==> config.mk <==
export PLATFORM = sky130hd
export DESIGN_NAME = ram_alu_sequencer_flat
export DESIGN_NICKNAME = d
export VERILOG_FILES = /design/src/rtl/ram_alu_sequencer_if.sv /design/src/rtl/ram_alu_sequencer.sv /design/src/flat_wrapper.sv
export SDC_FILE = /design/constraint.sdc
export NUM_CORES = 1
export LEC_CHECK = 0
export CAP_MARGIN = 0
export CORE_MARGIN = 8
export CORE_UTILIZATION = 30
export DETAILED_ROUTE_END_ITERATION = 16
export DONT_BUFFER_PORTS = 1
export PLACE_DENSITY = 0.41
export SYNTH_ARGS = -nofsm -noshare
export SYNTH_HDL_FRONTEND = slang
export SYNTH_SLANG_ARGS = --single-unit
==> constraint.sdc <==
create_clock -name clk -period 2.3 [get_ports clk]
set_input_delay 0 -clock clk [delete_from_list [all_inputs] [get_ports clk]]
set_output_delay 0 -clock clk [all_outputs]
set_load 0.02 [all_outputs]
==> src/rtl/ram_alu_sequencer_if.sv <==
// Command, response and RAM_ALU port bundle for the RAM_ALU sequencer.
`timescale 1ns/1ps
interface ram_alu_sequencer_if #(
  parameter int DW = 16,
  parameter int RW = 32
) ();
  logic          cmd_valid;
  logic          cmd_ready;
  logic [1:0]    cmd_op;
  logic [DW-1:0] cmd_x;
  logic [DW-1:0] cmd_y;
  logic          rsp_valid;
  logic          rsp_ready;
  logic [RW-1:0] rsp_data;
  logic          rsp_err;
  logic          busy;
  logic          alu_e;
  logic [1:0]    alu_op;
  logic [DW-1:0] alu_din;
  logic [1:0]    alu_addr;
  logic          alu_w;
  logic          alu_r;
  logic [RW-1:0] alu_dout;

  // Environment side: issues commands, consumes responses, models RAM_ALU read data
  modport master (
    output cmd_valid, cmd_op, cmd_x, cmd_y, rsp_ready, alu_dout,
    input  cmd_ready, rsp_valid, rsp_data, rsp_err, busy,
           alu_e, alu_op, alu_din, alu_addr, alu_w, alu_r
  );

  // Sequencer side
  modport slave (
    input  cmd_valid, cmd_op, cmd_x, cmd_y, rsp_ready, alu_dout,
    output cmd_ready, rsp_valid, rsp_data, rsp_err, busy,
           alu_e, alu_op, alu_din, alu_addr, alu_w, alu_r
  );
endinterface

==> src/rtl/ram_alu_sequencer.sv <==
// Command-level controller for the RAM_ALU block: writes X to addr 0, Y to addr 1,
// reads the result from addr 2 and returns it on a valid/ready response channel.
// Zero-divisor commands are answered with an error without touching RAM_ALU.
`timescale 1ns/1ps
module ram_alu_sequencer #(
  parameter int DW      = 16,
  parameter int RW      = 32,
  parameter int RD_WAIT = 2
) (
  input  logic              clk,
  input  logic              rst,
  ram_alu_sequencer_if.slave bus
);

  localparam int            CW   = (RD_WAIT > 1) ? $clog2(RD_WAIT) : 1;
  localparam logic [CW-1:0] LAST = CW'(RD_WAIT - 1);

  typedef enum logic [2:0] {IDLE, WR_X, WR_Y, RD, RESP} state_t;

  state_t        r_state;
  logic [CW-1:0] r_cnt;
  logic [DW-1:0] r_y;
  logic          r_cmd_ready;
  logic          r_rsp_valid;
  logic [RW-1:0] r_rsp_data;
  logic          r_rsp_err;
  logic          r_busy;
  logic          r_alu_e;
  logic [1:0]    r_alu_op;
  logic [DW-1:0] r_alu_din;
  logic [1:0]    r_alu_addr;
  logic          r_alu_w;
  logic          r_alu_r;

  logic [DW-1:0] w_diff;
  logic          w_err;

  // Divisor screen on the incoming command; X==Y uses the DW-bit wrap of X-Y
  always_comb begin
    w_diff = bus.cmd_x - bus.cmd_y;
    w_err  = (((bus.cmd_op == 2'd1) || (bus.cmd_op == 2'd2)) && (bus.cmd_y == '0)) ||
             ((bus.cmd_op == 2'd3) && (w_diff == '0));
  end

  // Sequencer FSM; every output is a register so the RAM_ALU strobes are glitch-free
  always_ff @(posedge clk) begin
    if (rst) begin
      r_state     <= IDLE;
      r_cnt       <= '0;
      r_y         <= '0;
      r_cmd_ready <= 1'b0;
      r_rsp_valid <= 1'b0;
      r_rsp_data  <= '0;
      r_rsp_err   <= 1'b0;
      r_busy      <= 1'b0;
      r_alu_e     <= 1'b0;
      r_alu_op    <= 2'd0;
      r_alu_din   <= '0;
      r_alu_addr  <= 2'd0;
      r_alu_w     <= 1'b0;
      r_alu_r     <= 1'b0;
    end else begin
      case (r_state)
        IDLE: begin
          r_cmd_ready <= 1'b1;
          if (bus.cmd_valid && r_cmd_ready) begin
            r_cmd_ready <= 1'b0;
            r_busy      <= 1'b1;
            r_y         <= bus.cmd_y;
            if (w_err) begin
              r_state     <= RESP;
              r_rsp_valid <= 1'b1;
              r_rsp_data  <= '0;
              r_rsp_err   <= 1'b1;
            end else begin
              r_state    <= WR_X;
              r_alu_e    <= 1'b1;
              r_alu_op   <= bus.cmd_op;
              r_alu_addr <= 2'd0;
              r_alu_din  <= bus.cmd_x;
              r_alu_w    <= 1'b1;
              r_alu_r    <= 1'b0;
            end
          end
        end
        WR_X: begin
          r_state    <= WR_Y;
          r_alu_addr <= 2'd1;
          r_alu_din  <= r_y;
        end
        WR_Y: begin
          r_state    <= RD;
          r_alu_addr <= 2'd2;
          r_alu_din  <= '0;
          r_alu_w    <= 1'b0;
          r_alu_r    <= 1'b1;
          r_cnt      <= '0;
        end
        RD: begin
          if (r_cnt == LAST) begin
            r_state     <= RESP;
            r_rsp_valid <= 1'b1;
            r_rsp_data  <= bus.alu_dout;
            r_rsp_err   <= 1'b0;
            r_alu_e     <= 1'b0;
            r_alu_op    <= 2'd0;
            r_alu_addr  <= 2'd0;
            r_alu_r     <= 1'b0;
          end else begin
            r_cnt <= r_cnt + CW'(1);
          end
        end
        RESP: begin
          if (bus.rsp_ready) begin
            r_state     <= IDLE;
            r_rsp_valid <= 1'b0;
            r_rsp_data  <= '0;
            r_rsp_err   <= 1'b0;
            r_busy      <= 1'b0;
            r_cmd_ready <= 1'b1;
          end
        end
        default: begin
          r_state     <= IDLE;
          r_cmd_ready <= 1'b0;
          r_busy      <= 1'b0;
        end
      endcase
    end
  end

  assign bus.cmd_ready = r_cmd_ready;
  assign bus.rsp_valid = r_rsp_valid;
  assign bus.rsp_data  = r_rsp_data;
  assign bus.rsp_err   = r_rsp_err;
  assign bus.busy      = r_busy;
  assign bus.alu_e     = r_alu_e;
  assign bus.alu_op    = r_alu_op;
  assign bus.alu_din   = r_alu_din;
  assign bus.alu_addr  = r_alu_addr;
  assign bus.alu_w     = r_alu_w;
  assign bus.alu_r     = r_alu_r;

endmodule

==> src/flat_wrapper.sv <==
// flat-port wrapper written by rule: the top's interface ports become plain ports
module ram_alu_sequencer_flat 
#(
  parameter int DW      = 16,
  parameter int RW      = 32,
  parameter int RD_WAIT = 2
)
  (clk, rst, bus_cmd_valid, bus_cmd_op, bus_cmd_x, bus_cmd_y, bus_rsp_ready, bus_alu_dout, bus_cmd_ready, bus_rsp_valid, bus_rsp_data, bus_rsp_err, bus_busy, bus_alu_e, bus_alu_op, bus_alu_din, bus_alu_addr, bus_alu_w, bus_alu_r);
  ram_alu_sequencer_if #(.DW(DW), .RW(RW)) bus_i ();
  input  logic clk;
  input  logic rst;
  input wire logic [$bits(bus_i.cmd_valid)-1:0] bus_cmd_valid;
  input wire logic [$bits(bus_i.cmd_op)-1:0] bus_cmd_op;
  input wire logic [$bits(bus_i.cmd_x)-1:0] bus_cmd_x;
  input wire logic [$bits(bus_i.cmd_y)-1:0] bus_cmd_y;
  input wire logic [$bits(bus_i.rsp_ready)-1:0] bus_rsp_ready;
  input wire logic [$bits(bus_i.alu_dout)-1:0] bus_alu_dout;
  output wire logic [$bits(bus_i.cmd_ready)-1:0] bus_cmd_ready;
  output wire logic [$bits(bus_i.rsp_valid)-1:0] bus_rsp_valid;
  output wire logic [$bits(bus_i.rsp_data)-1:0] bus_rsp_data;
  output wire logic [$bits(bus_i.rsp_err)-1:0] bus_rsp_err;
  output wire logic [$bits(bus_i.busy)-1:0] bus_busy;
  output wire logic [$bits(bus_i.alu_e)-1:0] bus_alu_e;
  output wire logic [$bits(bus_i.alu_op)-1:0] bus_alu_op;
  output wire logic [$bits(bus_i.alu_din)-1:0] bus_alu_din;
  output wire logic [$bits(bus_i.alu_addr)-1:0] bus_alu_addr;
  output wire logic [$bits(bus_i.alu_w)-1:0] bus_alu_w;
  output wire logic [$bits(bus_i.alu_r)-1:0] bus_alu_r;
  assign bus_i.cmd_valid = bus_cmd_valid;
  assign bus_i.cmd_op = bus_cmd_op;
  assign bus_i.cmd_x = bus_cmd_x;
  assign bus_i.cmd_y = bus_cmd_y;
  assign bus_i.rsp_ready = bus_rsp_ready;
  assign bus_i.alu_dout = bus_alu_dout;
  assign bus_cmd_ready = bus_i.cmd_ready;
  assign bus_rsp_valid = bus_i.rsp_valid;
  assign bus_rsp_data = bus_i.rsp_data;
  assign bus_rsp_err = bus_i.rsp_err;
  assign bus_busy = bus_i.busy;
  assign bus_alu_e = bus_i.alu_e;
  assign bus_alu_op = bus_i.alu_op;
  assign bus_alu_din = bus_i.alu_din;
  assign bus_alu_addr = bus_i.alu_addr;
  assign bus_alu_w = bus_i.alu_w;
  assign bus_alu_r = bus_i.alu_r;
  ram_alu_sequencer #(.DW(DW), .RW(RW), .RD_WAIT(RD_WAIT)) u_core (.clk(clk), .rst(rst), .bus(bus_i));
endmodule
# Yosys cells after proc, flatten, opt, wreduce, memory -nomap -nowiden
# Index checks and enable logic that the tools add are counted.
# word_totals
regBits	79
in_bits	70
out_inout_bits	59
# classes
n_addsub	2
eq_ne	12
n_mux	41
bitwise	1
n_reduce_logical	26
# op_table
cell	count
two-way mux 32 bit	4
case mux 32 bit (3 select lines)	1
case mux 16 bit (3 select lines)	1
zero test 16 bit	2
two-way mux 16 bit	2
subtractor 16 bit	1
case mux 1 bit (3 select lines)	5
case mux 3 bit (5 select lines)	1
two-way mux 1 bit	13
two-way mux 3 bit	4
AND reduction 3 bit	4
AND reduction 4 bit	3
two-way mux 2 bit	5
nonzero test 3 bit	3
case mux 2 bit (4 select lines)	1
equality test 3 x 2 -> 1 bit (second input constant)	2
!= test 2 x 1 -> 1 bit (second input constant)	3
case mux 1 bit (2 select lines)	3
nonzero test 2 bit	3
AND reduction 5 bit	1
equality test 2 bit (second input constant)	2
!= test 2 bit (second input constant)	2
case mux 2 bit (2 select lines)	1
AND reduction 2 bit	2
other kinds (10)	13

# Longest topological paths before layout
# logic_depth
word_depth	7
mapped_depth	12
mapped_depth_nobuf	10

# Least setup slack after synthesis
# OpenSTA, ideal clock, no wires.
# synth_timing
path_kind	input to register
startpoint	in bus_cmd_y[11]
endpoint	reg u_core.r_alu_din[10], in the netlist u_core.bus.alu_din[10]
setup_ns	0.145
arrival_time_ns	2.145
setup_slack_ns	0.010
stages	11
path_buffers	1
path_cell_list	inv_1 > ha_1 > a21o_1 > a21o_1 > a221oi_2 > nand3_1 > and3_1 > o2111a_2 > o31ai_4 > buf_6 > a221oi_2
# synth_via
elab_chain_len	6
word_cells_on_any_way	8
cone_classes	add/sub: 1; eq/ne: 1; reduce/logical: 6
# synth_lines
element	line_no	source
start, declared	flat_wrapper.sv:15	input wire logic [$bits(bus_i.cmd_y)-1:0] bus_cmd_y;
subtractor 16 bit	ram_alu_sequencer.sv:40	w_diff = bus.cmd_x - bus.cmd_y;
zero test 16 bit	ram_alu_sequencer.sv:42	((bus.cmd_op == 2'd3) && (w_diff == '0));
logical AND 1 bit	ram_alu_sequencer.sv:42	
logical OR 1 bit (*)	ram_alu_sequencer.sv:41	w_err = (((bus.cmd_op == 2'd1) || (bus.cmd_op == 2'd2)) && (bus.cmd_y == '0)) ||
!= test 2 bit (no line) (*)	--	
AND reduction 3 bit (no line) (*)	--	
end signal, assigned	ram_alu_sequencer.sv:80	r_alu_din <= bus.cmd_x;
end signal, assigned	ram_alu_sequencer.sv:89	r_alu_din <= r_y;
end, declared	ram_alu_sequencer.sv:30	logic [DW-1:0] r_alu_din;
# Every way passes the cells marked *; elsewhere a longest branch is shown, timed or not.
# A chain may end at the register's enable or synchronous reset.

# Worst setup path after layout
# layout_timing
startpoint	in bus_cmd_y[11]
endpoint	reg u_core.r_alu_din[3], in the netlist u_core.bus.alu_din[3]
# Same word-level chain as after synthesis.

==> summary.md <==
The area of the core was 13700 µm². In the detailed route, the total length drawn on met3 is 1330 µm. The number of warnings printed during yosys synthesis is 0.

The first global-routing pass estimated 22000 µm of wire. After detailed routing, the wire length on met1 is 5970 µm. Routability-driven placement finished with a final weighted congestion of 0.829. The ratio of cells with drive above 1 in the final layout was 0.173.

The hold path startpoint was bus_cmd_x[4]. The tools report the part of the total power dissipated in the clock network as 0.324. The number of placed instances, taps included, is 649.

The flow ran to the end, and the final reports show no timing, DRC or antenna violations. The fraction of registers with async set or reset after synthesis works out to 0. The number of global-route vias before repair was 4004; the post-synthesis sequential area ratio was 0.381. IR analysis of the VDD net gives a maximum drop of 566 µV. The run gives 0 as the remaining number of nets flagged by the antenna check after routing. The floorplan step set the die height to 134 µm. Data on the critical path arrives at its endpoint at 2.47 ns. Max-capacitance violation count: 0.

The combinational group share of total power was 0.298; the worst endpoint required time was 2.54 ns. Setup repair after global routing could not meet its margin everywhere. After layout, the minimum clock period comes to 2.23 ns. Before antenna repair, the detailed router went through 4 iterations. For the pin with the worst max-slew slack, the measured transition is 0.680 ns.

Once layout is complete, the cells apart from fillers number 723. The number of hold violations in the final report was 0. The element type at the critical path start was an input port.

The proportion of power drawn by flip-flops and latches was 0.378; the number of port buffers was 0. The worst register-to-register path begins at u_core.r_state[0]$_SDFFE_PP0P_. Across the routed clock network, the largest skew measured is 0.00948 ns. For this design the static power due to leakage is 2.16 nW. Top cell type by total area after synthesis: sky130_fd_sc_hd__dfxtp_1. The logs give 0.542 for the worst relative slew slack and 3894 for the routed via count. Along the worst hold path, the cell count comes to 3. For this block, the routed nets add up to 14300 µm of wire. The number of sinks on the clock net is 79, and the global routing usage summed across all routing layers is 0.155.

The share of the clock period used by the worst path after layout is 0.968, and the cell depth of the worst flop-to-flop path is 5. TritonCTS built the clock tree. The primary flip-flop cell chosen by synthesis mapping was sky130_fd_sc_hd__dfxtp_1. The end of the worst hold path is u_core.bus.alu_din[4]$_SDFFE_PP0P_. The worst hold-check path type is in2reg. In this run, the number of DRC markers left after iteration 0 of detailed routing was 242.

For the post-route DRC violation count, the log shows 0. The highest layer touched by signal routing is met4. The number of vias per cell is 5.39, and the mapped cell area is 4150 µm².

No sink is reached through more buffers than the 2 on the longest clock path. At the end of the flow, the number of nets in the layout was 624. The wire length on met2 was 6690 µm; the per-instance average area after synthesis was 8.98 µm².

The clock reaches the later pin of the worst-skew pair after 0.34 ns. The count of pins over their slew limit came out at 0. Clock tree synthesis selected as its root buffer the cell sky130_fd_sc_hd__clkbuf_16. The number of CTS-inserted buffers was 9; the starting density of the core was 0.303. For flop-to-flop paths, the worst setup slack is 0.34 ns.

The count of inserted antenna diode cells was 0; the post-route core utilization was 0.404. Measured along the x axis, the die boundary spans 134 µm. Across all hold checks on the routed design, the worst slack comes to 0.0329 ns.

Entering global routing, the biggest net connects 51 pins. Based on the critical path, the design can be clocked at up to 449 MHz. The worst setup path is captured at a flop. The number of flip-flops and latches in the synthesized netlist works out to 79. Area growth from synthesis to layout: 33.2%.

Ranked by total cell area, the synthesized netlist is headed by sky130_fd_sc_hd__dfxtp_1 38%, sky130_fd_sc_hd__a32o_1 7.7%, sky130_fd_sc_hd__ha_1 4.8%. The final global-route overflow total was 0. The endpoint of the worst-slack reg-to-reg timing path was u_core.bus.rsp_data[21]$_SDFFE_PP0P_.

In this run the power density over the cells is 930 nW/µm². The fraction of synthesized cell area taken by the top area cell type was 0.381; the switching part of the total power was 0.351. Yosys mapped the design onto 64 distinct sky130hd cell types. In the final routed layout, each cell accounts on average for 19.8 µm.

The floorplan has 43 rows. The worst setup path is of the in2reg kind. Along the worst path, the maximum fanout reaches 16.

The die covers 17800 µm². The number of enable flip-flop cells after synthesis was 0; the synthesized netlist cell count was 462. The number of nets in the synthesized netlist is 548. Power dissipated by switching net loads: 0.00180 W. Setup violations remaining at the end of the flow were counted as 0.

In this run the number of H-tree levels came out at 3. The logs give 0 for the number of antenna violations at the first check in global routing and 10000 µm for the post-detailed-placement half-perimeter wirelength. Clock-pin slew was measured on the worst setup and hold paths at 0.06 ns.

The internal power of the cells was 0.00333 W. 129 I/O pins were placed.
metrics by stage:
stage	power, W	TNS, ns	worst slack, ns	cell area (µm²)
6_report	0.00514	0	0.0743	5520
3_3_place_gp	0.00335	-19.17	-0.436	4540
4_1_cts	0.00517	0	0.00424	5470
5_1_grt	0.00542	-0.0915	-0.0501	5520
2_1_floorplan	0.00293	0	0.0100	4150
3_5_place_dp	0.00337	-21.74	-0.506	4540
flip-flops by register name (all words and copies together) (netlist names), 2 cells and up:
| register | count |
|---|---|
| u_core.bus.rsp_data | 32 |
| u_core.bus.alu_din | 16 |
| u_core.r_y | 16 |
| u_core.r_state | 3 |
| u_core.bus.alu_addr | 2 |
| u_core.bus.alu_op | 2 |
worst max-delay path, cell delays in order:
cell	delay [ns]
sky130_fd_sc_hd__inv_1	0.02
sky130_fd_sc_hd__ha_1	0.32
sky130_fd_sc_hd__a21o_1	0.19
sky130_fd_sc_hd__a21o_1	0.19
sky130_fd_sc_hd__a221oi_2	0.26
sky130_fd_sc_hd__nand3_1	0.12
sky130_fd_sc_hd__and3_1	0.18
sky130_fd_sc_hd__o2111a_2	0.33
sky130_fd_sc_hd__buf_6	0.18
sky130_fd_sc_hd__o32a_2	0.21
sky130_fd_sc_hd__buf_12	0.17
sky130_fd_sc_hd__a221oi_1	0.29
kinds of logic after synthesis:
kind of cell	synth area share
flops	0.381
mux	0.00483
fa+ha+maj	0.0483
simple gates	0.168
xor+xnor	0.0127
buf+inv	0.0760
compound gates	0.308
layout by cell type, fill, tap and decap left out, types with 5 or more instances in the layout:
| master | n |
|---|---|
| sky130_fd_sc_hd__a21oi_1 | 32 |
| sky130_fd_sc_hd__a221oi_1 | 5 |
| sky130_fd_sc_hd__a221oi_2 | 13 |
| sky130_fd_sc_hd__a32o_1 | 32 |
| sky130_fd_sc_hd__and3_1 | 5 |
| sky130_fd_sc_hd__buf_4 | 45 |
| sky130_fd_sc_hd__clkbuf_16 | 9 |
| sky130_fd_sc_hd__dfxtp_1 | 79 |
| sky130_fd_sc_hd__dlygate4sd3_1 | 53 |
| sky130_fd_sc_hd__ha_1 | 15 |
| sky130_fd_sc_hd__inv_1 | 35 |
| sky130_fd_sc_hd__nand2_1 | 46 |
| sky130_fd_sc_hd__nand2b_1 | 8 |
| sky130_fd_sc_hd__nor2_1 | 17 |
| sky130_fd_sc_hd__nor2b_1 | 18 |
| sky130_fd_sc_hd__nor4_1 | 5 |
| sky130_fd_sc_hd__o21ai_0 | 11 |
| sky130_fd_sc_hd__o22ai_1 | 16 |
| sky130_fd_sc_hd__or3_1 | 5 |
| sky130_fd_sc_hd__xnor2_1 | 5 |
repair_timing:
action,4_1_cts,5_1_grt
gates resized for setup,1,7
pin swaps,3,3
hold buffers,54,0
setup buffers,2,1
hold endpoints to repair,79,0
setup endpoints to repair,48,51
gates cloned,0,1
how the worst max path moves through the flow:
stage	start	to	slack, ns	cells past startpoint
2_1_floorplan	bus_cmd_y[11]	u_core.bus.alu_din[10]$_SDFFE_PP0P_	0.01	11
3_3_place_gp	bus_cmd_y[2]	u_core.bus.alu_din[1]$_SDFFE_PP0P_	-0.44	10
3_5_place_dp	bus_cmd_y[2]	u_core.bus.alu_din[3]$_SDFFE_PP0P_	-0.51	10
4_1_cts	bus_cmd_y[11]	u_core.bus.rsp_data[14]$_SDFFE_PP0P_	0.004	10
5_1_grt	bus_cmd_y[4]	u_core.bus.alu_din[3]$_SDFFE_PP0P_	-0.05	12
6_report	bus_cmd_y[11]	u_core.bus.alu_din[3]$_SDFFE_PP0P_	0.07	12
layout make-up:
type                            instances  area, µm²
Tap cell                              180        225
Inverter                               35        131
Sequential cell                        79       1580
Multi-Input combinational cell        312       2310
Clock buffer                           10        229
Clock inverter                          6        116
Timing Repair Buffer                  101        927
Fill cell                            1367       8140
synthesized netlist by cell type, types with 3 or more instances:
cell type / number
sky130_fd_sc_hd__o21a_1: 3
sky130_fd_sc_hd__and3_1: 5
sky130_fd_sc_hd__a32o_1: 32
sky130_fd_sc_hd__nand2_1: 46
sky130_fd_sc_hd__o22ai_1: 16
sky130_fd_sc_hd__a31oi_1: 4
sky130_fd_sc_hd__nor2b_1: 19
sky130_fd_sc_hd__xnor2_1: 5
sky130_fd_sc_hd__clkbuf_1: 28
sky130_fd_sc_hd__ha_1: 16
sky130_fd_sc_hd__dfxtp_1: 79
sky130_fd_sc_hd__a221oi_2: 13
sky130_fd_sc_hd__nor4_1: 6
sky130_fd_sc_hd__or3_1: 5
sky130_fd_sc_hd__nor3_1: 5
sky130_fd_sc_hd__a221oi_1: 5
sky130_fd_sc_hd__nand3_1: 3
sky130_fd_sc_hd__buf_6: 5
sky130_fd_sc_hd__nor2_1: 17
sky130_fd_sc_hd__nand2b_1: 8
sky130_fd_sc_hd__o21ai_0: 11
sky130_fd_sc_hd__a21o_1: 4
sky130_fd_sc_hd__nand3b_1: 3
sky130_fd_sc_hd__o2111ai_1: 4
sky130_fd_sc_hd__a21oi_1: 33
sky130_fd_sc_hd__inv_1: 35
power by group through the flow:
stage	sequential, W	clock, W	combinational, W
5_1_grt	0.00198	0.00177	0.00167
2_1_floorplan	0.00190	0	0.00102
4_1_cts	0.00195	0.00170	0.00151
6_report	0.00194	0.00166	0.00153
3_3_place_gp	0.00198	0	0.00137
3_5_place_dp	0.00198	0	0.00138
layer usage:
layer | vias to the layer above | global-route usage
met5 | - | 0
met4 | 0 | 0.0543
met3 | 19 | 0.0689
met2 | 125 | 0.252
met1 | 1872 | 0.177
li1 | 1878 | -
Power figures use the tool's default switching activity.
